==> src/rtl/shift_reg_sequencer.sv <==
// Command sequencer for a 4-bit universal shift register: load, then N rotate/shift steps.
// Optional macro SEQ_SOUT_CAPTURE_EN adds sout_bits, the serial-out stream seen during RUN.
module shift_reg_sequencer #(
    parameter int WIDTH = 4,
    parameter int CNT_W = 3
) (
    input  logic             clk,
    input  logic             reset,
    input  logic             cmd_valid,
    output logic             cmd_ready,
    input  logic [1:0]       cmd_op,
    input  logic             cmd_dir,
    input  logic [CNT_W-1:0] cmd_amt,
    input  logic [WIDTH-1:0] cmd_data,
    input  logic             cmd_sin,
    output logic             reg_enb,
    output logic             reg_dir,
    output logic [1:0]       reg_modo,
    output logic [WIDTH-1:0] reg_d,
    output logic             reg_sin,
    input  logic [WIDTH-1:0] reg_q,
    input  logic             reg_sout,
    output logic             done,
`ifdef SEQ_SOUT_CAPTURE_EN
    output logic [WIDTH-1:0] sout_bits,
`endif
    output logic [WIDTH-1:0] result
);

    typedef enum logic [1:0] {
        IDLE,
        LOAD,
        RUN,
        CAPTURE
    } state_t;

    state_t             state;
    state_t             state_nxt;
    logic [1:0]         op_q;
    logic               dir_q;
    logic               sin_q;
    logic [WIDTH-1:0]   data_q;
    logic [CNT_W-1:0]   cnt;
    logic               accept;
    logic               rot_q;
    logic               shf_q;

    assign cmd_ready = (state == IDLE) && !reset;
    assign accept    = cmd_valid && cmd_ready;
    assign rot_q     = (op_q == 2'b01);
    assign shf_q     = (op_q == 2'b10);

    // State register
    always_ff @(posedge clk) begin
        if (reset) state <= IDLE;
        else       state <= state_nxt;
    end

    // Next state and Moore decode of the register controls
    always_comb begin
        state_nxt = state;
        reg_enb   = 1'b0;
        reg_dir   = 1'b0;
        reg_modo  = 2'b00;
        reg_d     = '0;
        reg_sin   = 1'b0;
        unique case (state)
            IDLE: begin
                if (accept) state_nxt = LOAD;
            end
            LOAD: begin
                reg_enb  = 1'b1;
                reg_modo = 2'b10;
                reg_d    = data_q;
                if ((!rot_q && !shf_q) || (cnt == '0)) state_nxt = CAPTURE;
                else                                   state_nxt = RUN;
            end
            RUN: begin
                reg_enb  = 1'b1;
                reg_dir  = dir_q;
                reg_sin  = shf_q && sin_q;
                reg_modo = rot_q ? 2'b01 : 2'b00;
                if (cnt == CNT_W'(1)) state_nxt = CAPTURE;
            end
            CAPTURE: begin
                state_nxt = IDLE;
            end
            default: state_nxt = IDLE;
        endcase
    end

    // Latch the command at handshake; count down the steps while running
    always_ff @(posedge clk) begin
        if (reset) begin
            op_q   <= 2'b00;
            dir_q  <= 1'b0;
            sin_q  <= 1'b0;
            data_q <= '0;
            cnt    <= '0;
        end else if (accept) begin
            op_q   <= cmd_op;
            dir_q  <= cmd_dir;
            sin_q  <= cmd_sin;
            data_q <= cmd_data;
            cnt    <= cmd_amt;
        end else if (state == RUN) begin
            cnt <= cnt - CNT_W'(1);
        end
    end

    // Capture the final register value and pulse done once
    always_ff @(posedge clk) begin
        if (reset) begin
            done   <= 1'b0;
            result <= '0;
        end else begin
            done <= (state == CAPTURE);
            if (state == CAPTURE) result <= reg_q;
        end
    end

`ifdef SEQ_SOUT_CAPTURE_EN
    // Collect the serial-out bit of every RUN step, newest in the LSB
    always_ff @(posedge clk) begin
        if (reset || accept) sout_bits <= '0;
        else if (state == RUN) sout_bits <= {sout_bits[WIDTH-2:0], reg_sout};
    end
`else
    logic unused_sout;
    assign unused_sout = reg_sout;
`endif

endmodule

==> config.mk <==
export PLATFORM = sky130hd
export DESIGN_NAME = shift_reg_sequencer
export DESIGN_NICKNAME = d
export VERILOG_FILES = /design/src/rtl/shift_reg_sequencer.sv
export SDC_FILE = /design/constraint.sdc
export NUM_CORES = 1
export LEC_CHECK = 0
export ABC_AREA = 0
export ABC_CLOCK_PERIOD_IN_PS = 3500
export BUFFER_PORTS_ARGS = -buffer_cell sky130_fd_sc_hd__buf_2
export CAP_MARGIN = 30
export CORE_MARGIN = 4
export CORE_UTILIZATION = 48
export DETAILED_ROUTE_END_ITERATION = 16
export PLACE_DENSITY = 0.77
export SKIP_CTS_REPAIR_TIMING = 1
export SYNTH_ARGS = -nofsm -noshare
export SYNTH_HDL_FRONTEND = slang
export SYNTH_SLANG_ARGS = --single-unit
==> constraint.sdc <==
create_clock -name clk -period 3.5 [get_ports clk]
set_input_delay 0.35 -clock clk [delete_from_list [all_inputs] [get_ports clk]]
set_output_delay 0.35 -clock clk [all_outputs]
set_load 0.05 [all_outputs]
# ---- After elaboration in Yosys (flattened, before gate mapping)
# Index checks and enable logic that the tools add are counted.
# W data, S select, Z words.
dict set report word_totals {
  output_inout_bits 15
  inputBits 19
  regBits 18
  elab_cells 42
}
dict set report op_classes {
  n_mux 12
  n_eq_ne 8
  add_sub_neg 1
  n_reduce_logical 13
}
# cell n
set ops {}
lappend ops {{$pmux W2 S4} 1}
lappend ops {{$eq A2 B2 Y1 const B} 3}
lappend ops {{$mux W3} 2}
lappend ops {{$mux W1} 5}
lappend ops {{$eq A2 B1 Y1 const B} 2}
lappend ops {{$logic_and A1 B1 Y1} 4}
lappend ops {{$mux W2} 2}
lappend ops {{$mux W4} 1}
lappend ops {{$ne A2 B2 Y1 const B} 2}
lappend ops {{$pmux W2 S2} 1}
lappend ops {{$eq A3 B1 Y1 const B} 1}
lappend ops {{$logic_not A1 Y1} 3}
lappend ops {{$logic_not A3 Y1} 1}
lappend ops {{$sub A3 B1 Y3 const B} 1}
lappend ops {{$logic_not A2 Y1} 1}
lappend ops {{$reduce_and A2 Y1} 1}
lappend ops {{$reduce_bool A2 Y1} 1}
lappend ops {{$reduce_or A2 Y1} 1}
lappend ops {{$logic_or A1 B1 Y1} 1}

# ---- Longest topological paths before layout
# Gate-level depths: netlist (run 1).
dict set report depth {
  word_depth 6
  depth_mapped 6
  depth_no_buf 5
}

# ---- Worst setup path after synthesis (run 1)
# No wires, ideal clock.
dict set report synth_timing {
  path_type {register to output}
  start {register state[1]}
  end {output port reg_modo[0]}
  setup_slack_ps 1603
  t_arrival_ps 1547
  stages_incl_launch_ff 4
  n_path_buf 0
  required_ps 3150
  path_cell_list {dfxtp_1 -> inv_1 -> ha_1 -> and3_1}
}
dict set report synth_via {
  elab_chain_cells 2
  elab_cells_between_ends 3
  classes_between {2 x eq/ne; 1 x mux}
}
# item line_no
set synth_rtl {}
lappend synth_rtl {{start, declared} 37} ;# state_t state;
lappend synth_rtl {{start signal, assigned} 56} ;# else state <= state_nxt;
lappend synth_rtl {{$eq A2 B2 Y1 or $eq A2 B1 Y1 (tied branches)} 67} ;# unique case (state)
lappend synth_rtl {{$pmux W2 S2 *} 67}
lappend synth_rtl {{end, declared} 18} ;# output logic [1:0] reg_modo,
# Mark *: on every way between the ends. The rest lies on a longest branch, timed or not.

# ---- Worst setup path after layout (run 1)
dict set report layout_timing {
  start {register state[0]}
  end {output port reg_modo[0]}
}
# Same word-level chain as after synthesis.

==> reports/qor.yml, run 1 <==
cts_buffers: 3
yosysTopAreaCell: "dfxtp_1"
worstMarginPinSlew_ps: 488
final_nets: 163
postRouteAntennaNets: 0
synth.distinct_cells: 29
syn_inst: 104
synth_area_um2: 1000
cap_violations: 0
arrival_ps: 1630
rsz0062_at_grt: "no"
finalMaxSlewViolations: 0
worstPathRequired_ps: 3150
hold_depth: 3
cp-end-kind: "output port"
crit_type: "reg -> out"
tns_ps: 0
fmax_ghz: 0.506
grt_max_degree: 23
vias_per_cell: 4.89
reg2reg_depth: 5
pwr-share-clk_pct: 14.9
ir_drop_uv: 568
portBuffers: 32
synth_top_area_share_pct: 35.9
path_cells: "inv_1 > ha_1 > and3_1 > buf_2"
skew_ps: 2.43
period_needed_ps: 1980
clkLatencyLatePin_ps: 290
cts_num_sinks: 18
worst_setup_path_start_kind: "register"
grt_pass1_vias: 718
cp_max_fo: 10
layout_commonest_cell: "buf_2"
h-tree-depth: 1
drt_first_pass_iters: 4
yosys_warnings: 0
setup_viol: 0
synth_area_per_cell_um2: 9.66
clock_path_buffers: 2
die_y_um: 53.8
switching_share_pct: 45.0
num_antenna_cells: 0
drt_iter0_markers: 7
reg2reg_slack_ps: 1920
drive_gt1_share_pct: 40.3
place_hpwl_mm: 1.45
drt_wl_total_mm: 1.92
power_frac_seq_pct: 32.4
clk_pin_slew_ps: 110
power_density_nw_per_um2: 735
synth_area_leaders: "dfxtp_1 36%, ha_1 11%, nand3b_1 5.2%"
dp_slack_ps: 1850
internal_power_uw: 479
crit_family: "buffers and inverters"
final_cell_mix: "32 x buf_2, 18 x dfxtp_1, 9 x nand2_1, 9 x ha_1, 8 x nand2_2"
grt_pass1_wl_mm: 3.04
groute.usage.overall_pct: 14.5
relSlewSlack_pct: 67.3
antenna_found_initial: 0
drc: 0
cp_slowest_cell: "ha_1"
cts_tree: "done"
fp.dieW_um: 53.8
coreArea_um2: 1980
grt-ovfl-total: 0
vias: 788
row_count: 16
syn-num-nets: 132
leakagePower_nw: 0.566
cts-root-buf: "clkbuf_4"
combPwrFrac_pct: 52.7
fin_crit_sh_pct: 56.4
ios: 34
hold_class: "in -> reg"
status: "finished clean"
cpPeakStageDelay_ps: 390
ys_ff_latch: 18
gp_congestion: 0.697
yosysSeqAreaShare_pct: 35.9
area_growth_pct: 18.1
start_util_pct: 50.7
hold_viol: 0
dieArea_um2: 2890
cp.depth: 4
worst_slack_ps: 1520
fill_cells: 180
critPathBufInv: 2
routedWlPerCell_um: 11.9
switching_power_uw: 393
## tightest hold or removal path, stage by stage
cell and delay (ps):
buf_2 80, nand2_2 30, nand2_1 40
## final timing paths
kind | from | to
setup / recovery | state[0] | reg_modo[0]
hold / removal | cmd_sin | sin_q
setup reg to reg | state[0] | cnt[0]
hold reg to reg | dir_q | dir_q
## cell usage after synthesis
library cell / count
dfxtp_1: 18
ha_1: 9
nand2_1: 9
nand2_2: 8
nand3b_1: 7
nor2_1: 7
inv_1: 6
and2_1: 5
mux2i_1: 5
buf_2: 3
buf_6: 3
a211oi_1: 2
a211oi_2: 2
and3_1: 2
nand2b_1: 2
nor2b_1: 2
o31ai_2: 2
a21oi_1: 1
a21oi_2: 1
a31o_1: 1
and3b_4: 1
nand2b_4: 1
nor2b_2: 1
nor2b_4: 1
o211ai_2: 1
o21a_1: 1
o21ai_1: 1
xnor2_1: 1
xor2_1: 1
## sequential cells by signal (all words and copies together) (netlist names)
name and flops:
dir_q 1, data_q 4, op_q 2, cnt 3
state 2, done 1, sin_q 1, result 4
## cells by family after synthesis
group / count (synthesis) / share of synthesized area, %
xor gates and xnor gates: 2 / 1.74
DFF: 18 / 35.9
adders and majority gates: 9 / 11.2
and+or+nand+nor: 46 / 27.9
muxes: 5 / 4.98
buffers and inverters: 12 / 7.10
AOI/OAI and AO/OA: 12 / 11.2
## cell type report
class                           count  area, µm²  area share [%]
Inverter                            6       22.5            1.90
Clock buffer                        4       36.3            3.06
Timing Repair Buffer               32        160            13.5
Multi-Input combinational cell     74        573            48.3
Tap cell                           27       33.8            2.85
Sequential cell                    18        360            30.4
## routing by layer
| metal | GRT usage, % | vias to the layer above | part of all wire [%] | wire, µm |
|---|---|---|---|---|
| met1 | 16.6 | 358 | 42 | 815 |
| met5 | 0 | - | 0 | 0 |
| met2 | 25.6 | 23 | 51 | 977 |
| met4 | 5.11 | 0 | 1.4 | 26 |
| met3 | 4.16 | 4 | 5.2 | 100 |
| li1 | - | 403 | - | - |
## stage by stage
stage	hold WS, ps	power (mW)	utilization (%)	cell area, µm²	instances
after floorplan	442	0.675	-	1000	104
after global placement	456	0.730	58.0	1150	157
after detailed placement	458	0.745	58.0	1150	157
after CTS	229	0.877	59.8	1190	161
after global routing	221	0.928	59.8	1190	161
final	236	0.872	59.8	1190	161
## power by group through the flow
stage / clock, mW / combinational (mW) / sequential [mW]
after floorplan: 0 / 0.380 / 0.295
after global placement: 0 / 0.445 / 0.285
after detailed placement: 0 / 0.458 / 0.287
after CTS: 0.134 / 0.460 / 0.282
after global routing: 0.142 / 0.497 / 0.288
final: 0.130 / 0.459 / 0.283
No activity file was read; power rests on OpenSTA's default activity.
==> run 2: changes to the inputs <==
--- a/config.mk
+++ b/config.mk
@@ -6,13 +6,13 @@
 export NUM_CORES = 1
 export LEC_CHECK = 0
 export ABC_AREA = 0
-export ABC_CLOCK_PERIOD_IN_PS = 3500
+export ABC_CLOCK_PERIOD_IN_PS = 1800
 export BUFFER_PORTS_ARGS = -buffer_cell sky130_fd_sc_hd__buf_2
 export CAP_MARGIN = 30
 export CORE_MARGIN = 4
-export CORE_UTILIZATION = 48
+export CORE_UTILIZATION = 44
 export DETAILED_ROUTE_END_ITERATION = 16
-export PLACE_DENSITY = 0.77
+export PLACE_DENSITY = 0.74
 export SKIP_CTS_REPAIR_TIMING = 1
 export SYNTH_ARGS = -nofsm -noshare
 export SYNTH_HDL_FRONTEND = slang
==> constraint.sdc (replaced) <==
create_clock -name clk -period 1.8 [get_ports clk]
set_input_delay 0.18 -clock clk [delete_from_list [all_inputs] [get_ports clk]]
set_output_delay 0.18 -clock clk [all_outputs]
set_load 0.05 [all_outputs]
==> run 2 against run 1 <==
Compared with the run above:
- critical path depth unchanged
- final cell count up 1.9%
- flip-flop and latch count unchanged
- via count down 2.2%
- clock-buffer cell count unchanged
- first-iteration DRC count down 29%
- total power up 95%
- clock power up 89%
- non-clock buffer count up 2
- routed wire length down 1.2%
- clock skew up 0.51 ps
==> reports/qor.yml, run 2 (synthesized netlist as in run 1, its figures left out) <==
coreArea_um2: 2190  # was 1980 µm²
area_growth_pct: 20.2  # was 18.1%
cts_buffers: 3  # unchanged
worstPathRequired_ps: 1620  # was 3150 ps
h-tree-depth: 1  # unchanged
grt_max_degree: 15  # was 23
gp_congestion: 0.658  # was 0.697
drt_wl_total_mm: 1.90  # was 1.92 mm
combPwrFrac_pct: 53.1  # was 52.7%
power_mw: 1.70  # was 872 µW
fin_crit_sh_pct: 95.6
drc: 0  # unchanged
row_count: 17  # was 16
cp_slowest_cell: "dfxtp_1"  # was ha_1
cp-startpoint: "state[0]"  # unchanged
cts_num_sinks: 18  # unchanged
worst_setup_path_start_kind: "register"  # unchanged
finalMaxSlewViolations: 0  # unchanged
clkLatencyLatePin_ps: 290  # about the same
clk_pin_slew_ps: 100  # was 110 ps
fmax_ghz: 0.581
critPathBufInv: 2  # unchanged
antenna_found_initial: 0  # unchanged
dieArea_um2: 3110  # was 2890 µm²
switching_power_uw: 755  # was 393 µW
postRouteAntennaNets: 0  # unchanged
cpPeakStageDelay_ps: 340  # was 390 ps
ir_drop_uv: 824  # was 568 µV
final_nets: 165  # was 163
cts_tree: "done"  # unchanged
portBuffers: 32  # unchanged
setup_viol: 0  # unchanged
worstMarginPinSlew_ps: 269  # was 488 ps
fp.dieW_um: 55.8  # was 53.8 µm
crit_type: "reg -> out"  # unchanged
start_util_pct: 45.9  # was 50.7%
internal_power_uw: 941  # was 479 µW
path_cells: "inv_1 > ha_2 > and3_1 > buf_2"  # was inv_1 > ha_1 > and3_1 > buf_2
rsz0062_at_grt: "yes"  # was no
pwr-share-clk_pct: 14.5  # was 14.9%
relSlewSlack_pct: 82.1  # was 67.3%
power_density_nw_per_um2: 1400  # was 735 nW/µm²
switching_share_pct: 44.5  # was 45.0%
groute.usage.overall_pct: 13.3  # was 14.5%
drive_gt1_share_pct: 41.9  # was 40.3%
clock_path_buffers: 2  # unchanged
regToRegStartpoint: "state[0]"  # unchanged
final_cell_mix: "31 x buf_2, 18 x dfxtp_1, 9 x nand2_1"  # was 32 x buf_2, 18 x dfxtp_1, 9 x nand2_1, 9 x ha_1, 8 x nand2_2
cp_max_fo: 10  # unchanged
period_needed_ps: 1720
skew_ps: 2.94  # was 2.43 ps
power_frac_seq_pct: 32.4  # about the same
fill_cells: 211  # was 180
drt_first_pass_iters: 4  # unchanged
grt-ovfl-total: 0  # unchanged
grt_pass1_wl_mm: 3.28  # was 3.04 mm
dp.cells: 160  # was 157
top_regs: "data_q x4, result x4, cnt x3"  # unchanged
hold_class: "in -> reg"  # unchanged
die_y_um: 55.8  # was 53.8 µm
arrival_ps: 1540  # was 1630 ps
hold_start: "cmd_dir"  # was cmd_sin
grt_pass1_vias: 784  # was 718
crit_family: "buffers and inverters"  # unchanged
layout_commonest_cell: "buf_2"  # unchanged
place_hpwl_mm: 1.46  # was 1.45 mm
leakagePower_nw: 0.573  # was 0.566 nW
finalNonFillerCells: 164  # was 161
reg2reg_slack_ps: 310  # was 1920 ps
status: "finished clean"  # unchanged
cts-root-buf: "clkbuf_4"  # unchanged
ios: 34  # unchanged
vias: 771  # was 788
hold_viol: 0  # unchanged
cap_violations: 0  # unchanged
vias_per_cell: 4.70  # was 4.89
cp-end-kind: "output port"  # unchanged
routedWlPerCell_um: 11.6  # was 11.9 µm
drt_iter0_markers: 5  # was 7
num_antenna_cells: 0  # unchanged
## run 2: changes by cell type in the layout (fill, tap and decap cells not counted), sizes merged
cell / before / now
buf: 32 / 34
## run 2: path summary, 6_finish.rpt
path | to | depth (start not counted)
worst max register to register | cnt[1] | 6
worst max-delay path | reg_sin | 4
worst min register to register | data_q[1] | 2
worst min-delay path | dir_q | 3
## run 2: tightest hold or removal path: stages
cell and delay, ps:
buf_2 80, nand2_2 30, nand2_1 40
## run 2: metal layers
metal | GRT usage [%] | share of wire, %
met5 | 0 | 0
met4 | 7.29 | 2.2
met3 | 3.02 | 3.8
met2 | 23.1 | 48
met1 | 15.0 | 46
## run 2: final cells by class
| type | count | area [µm²] | area share (%) |
|---|---|---|---|
| clock buffers | 4 | 36.3 | 3.01 |
| inverters | 6 | 22.5 | 1.87 |
| multi-input cells | 74 | 576 | 47.7 |
| flip-flops and latches | 18 | 360 | 29.8 |
| well taps | 28 | 35.0 | 2.90 |
| repair buffers | 34 | 178 | 14.7 |
## run 2: metrics by stage
step           area [µm²]  util [%]  TNS (ps)  setup slack, ps  hold WS [ps]
4_1_cts              1200      54.9     -75.1            -34.0          54.5
3_5_place_dp         1170      53.2         0              314           373
6_report             1210      55.1         0             79.1          65.4
2_1_floorplan        1000         -         0             73.1           272
3_3_place_gp         1170      53.2         0              336           367
5_1_grt              1210      55.1     -6.62            -6.62          55.2
## run 2: power groups by stage
stage	clock, mW	sequential (mW)	combinational [mW]
after floorplan	0	0.574	0.740
after global placement	0	0.553	0.882
after detailed placement	0	0.559	0.896
after CTS	0.260	0.549	0.900
after global routing	0.281	0.561	0.985
final	0.246	0.550	0.900
==> run 3: changes to the inputs <==
--- a/config.mk
+++ b/config.mk
@@ -12,8 +12,10 @@
 export CORE_MARGIN = 4
 export CORE_UTILIZATION = 44
 export DETAILED_ROUTE_END_ITERATION = 16
+export GPL_TIMING_DRIVEN = 0
 export PLACE_DENSITY = 0.74
 export SKIP_CTS_REPAIR_TIMING = 1
 export SYNTH_ARGS = -nofsm -noshare
 export SYNTH_HDL_FRONTEND = slang
 export SYNTH_SLANG_ARGS = --single-unit
+export TNS_END_PERCENT = 100
==> run 3 against run 2 <==
Compared with the run above:
- combinational power up 3.3%
- first-iteration DRC count increased by 100%
- hold slack about the same
- critical endpoint unchanged
- utilization up 1.4 points
==> reports/qor.yml, run 3 (synthesized netlist as in run 1, its figures left out) <==
hold_start: "cmd_dir"  # unchanged
cp_max_fo: 10  # unchanged
min_to: "dir_q"  # unchanged
status: "finished clean"  # unchanged
finalMaxSlewViolations: 0  # unchanged
vias: 811  # was 771
cap_violations: 0  # unchanged
grt_max_degree: 11  # was 15
dieArea_um2: 3110  # unchanged
die_y_um: 55.8  # unchanged
layout_commonest_cell: "buf_2"  # unchanged
final_cell_mix: "34 x buf_2, 18 x dfxtp_1, 9 x nand2_1, 9 x ha_1, 8 x nand2_2"  # was 31 x buf_2, 18 x dfxtp_1, 9 x nand2_1
tns_ps: 0  # unchanged
reg2reg_slack_ps: 400  # was 310 ps
groute.usage.overall_pct: 12.9  # was 13.3%
drt_wl_total_mm: 1.95  # was 1.90 mm
crit_type: "reg -> out"  # unchanged
placed_area_um2: 1200  # was 1170 µm²
drive_gt1_share_pct: 42.9  # was 41.9%
hold_depth: 3  # unchanged
worst_setup_path_start_kind: "register"  # unchanged
setup_viol: 0  # unchanged
place_hpwl_mm: 1.53  # was 1.46 mm
cts-root-buf: "clkbuf_4"  # unchanged
clk_pin_slew_ps: 110  # was 100 ps
drc: 0  # unchanged
worstPathRequired_ps: 1620  # about the same
worst_slack_ps: 89.7  # was 79.1 ps
clock_path_buffers: 2  # unchanged
start_util_pct: 45.9  # unchanged
r2r-end: "op_q[0]"  # was cnt[1]
drt_first_pass_iters: 4  # unchanged
grt_pass1_vias: 762  # was 784
cpPeakStageDelay_ps: 380  # was 340 ps
portBuffers: 32  # unchanged
power_density_nw_per_um2: 1400  # about the same
gp_congestion: 0.678  # was 0.658
ios: 34  # unchanged
num_antenna_cells: 0  # unchanged
period_needed_ps: 1710  # was 1720 ps
relSlewSlack_pct: 83.1  # was 82.1%
final_nets: 169  # was 165
routedWlPerCell_um: 11.6  # about the same
power_mw: 1.73  # was 1.70 mW
grt_pass1_wl_mm: 3.31  # was 3.28 mm
hold_class: "in -> reg"  # unchanged
rsz0062_at_grt: "no"  # was yes
hold_viol: 0  # unchanged
top_regs: "data_q x4, result x4, cnt x3"  # unchanged
path_cells: "inv_1 > ha_1 > buf_6 > and3_1 > buf_2"  # was inv_1 > ha_2 > and3_1 > buf_2
stdcell_area_um2: 1240  # was 1210 µm²
ir_drop_uv: 1140  # was 824 µV
finalNonFillerCells: 168  # was 164
dp.cells: 164  # was 160
leakagePower_nw: 0.597  # was 0.573 nW
skew_ps: 6.39  # was 2.94 ps
clkLatencyLatePin_ps: 290  # about the same
cp_slowest_cell: "dfxtp_1"  # unchanged
cts_buffers: 3  # unchanged
cts_num_sinks: 18  # unchanged
drt_iter0_markers: 10  # was 5
cp-end-kind: "output port"  # unchanged
worstMarginPinSlew_ps: 256  # was 269 ps
dp_slack_ps: 420  # was 314 ps
regToRegStartpoint: "state[0]"  # unchanged
fmax_ghz: 0.585  # was 0.581 GHz
reg2reg_depth: 5  # was 6
coreArea_um2: 2190  # unchanged
h-tree-depth: 1  # unchanged
critPathBufInv: 3  # was 2
fp.dieW_um: 55.8  # unchanged
cp.depth: 5  # was 4
cts_tree: "done"  # unchanged
vias_per_cell: 4.83  # was 4.70
crit_family: "buffers and inverters"  # unchanged
antenna_found_initial: 0  # unchanged
grt-ovfl-total: 0  # unchanged
postRouteAntennaNets: 0  # unchanged
row_count: 17  # unchanged
area_growth_pct: 23.3  # was 20.2%
fin_crit_sh_pct: 95.0  # was 95.6%
arrival_ps: 1530  # was 1540 ps
==> run 3: routing by layer <==
metal  wire length, µm  GRT usage (%)
met1               840           16.0
met2               987           23.5
met3               102           2.09
met4                17           2.08
met5                 0              0
==> run 3: how the worst max path moves through the flow <==
stage	startpoint	to	slack [ps]
after floorplan	state[1]	reg_modo[0]	70
after global placement	state[0]	reg_sin	450
after detailed placement	state[0]	cnt[2]	420
after CTS	state[0]	reg_sin	100
after global routing	state[0]	reg_sin	9
final	state[0]	reg_sin	90
==> run 3: cell type report <==
type | instances | area (µm²)
multi-input cells | 74 | 573
plain buffers | 6 | 48.8
inverters | 6 | 22.5
clock buffers | 4 | 36.3
well taps | 28 | 35.0
flip-flops and latches | 18 | 360
repair buffers | 32 | 163
fillers | 208 | 952
==> run 3: power breakdown <==
part | internal (mW) | switching (mW) | total, mW
clock | 0.123 | 0.129 | 0.252
combinational | 0.354 | 0.576 | 0.930
sequential | 0.487 | 0.0641 | 0.551
==> run 3: worst register-to-register path, delay by kind of cell, from the launching register on <==
family / cells / cell delay (ps)
DFF: 1 / 380
adders and majority gates: 1 / 280
buffers and inverters: 2 / 260
and+or+nand+nor: 1 / 220
AOI/OAI and AO/OA: 1 / 170
==> run 3: stage by stage <==
step,hold slack (ps),utilization [%]
global placement,368,54.8
global route,62.7,56.5
detailed placement,373,54.8
floorplan,272,-
finish,65.3,56.5
CTS,71.0,56.4
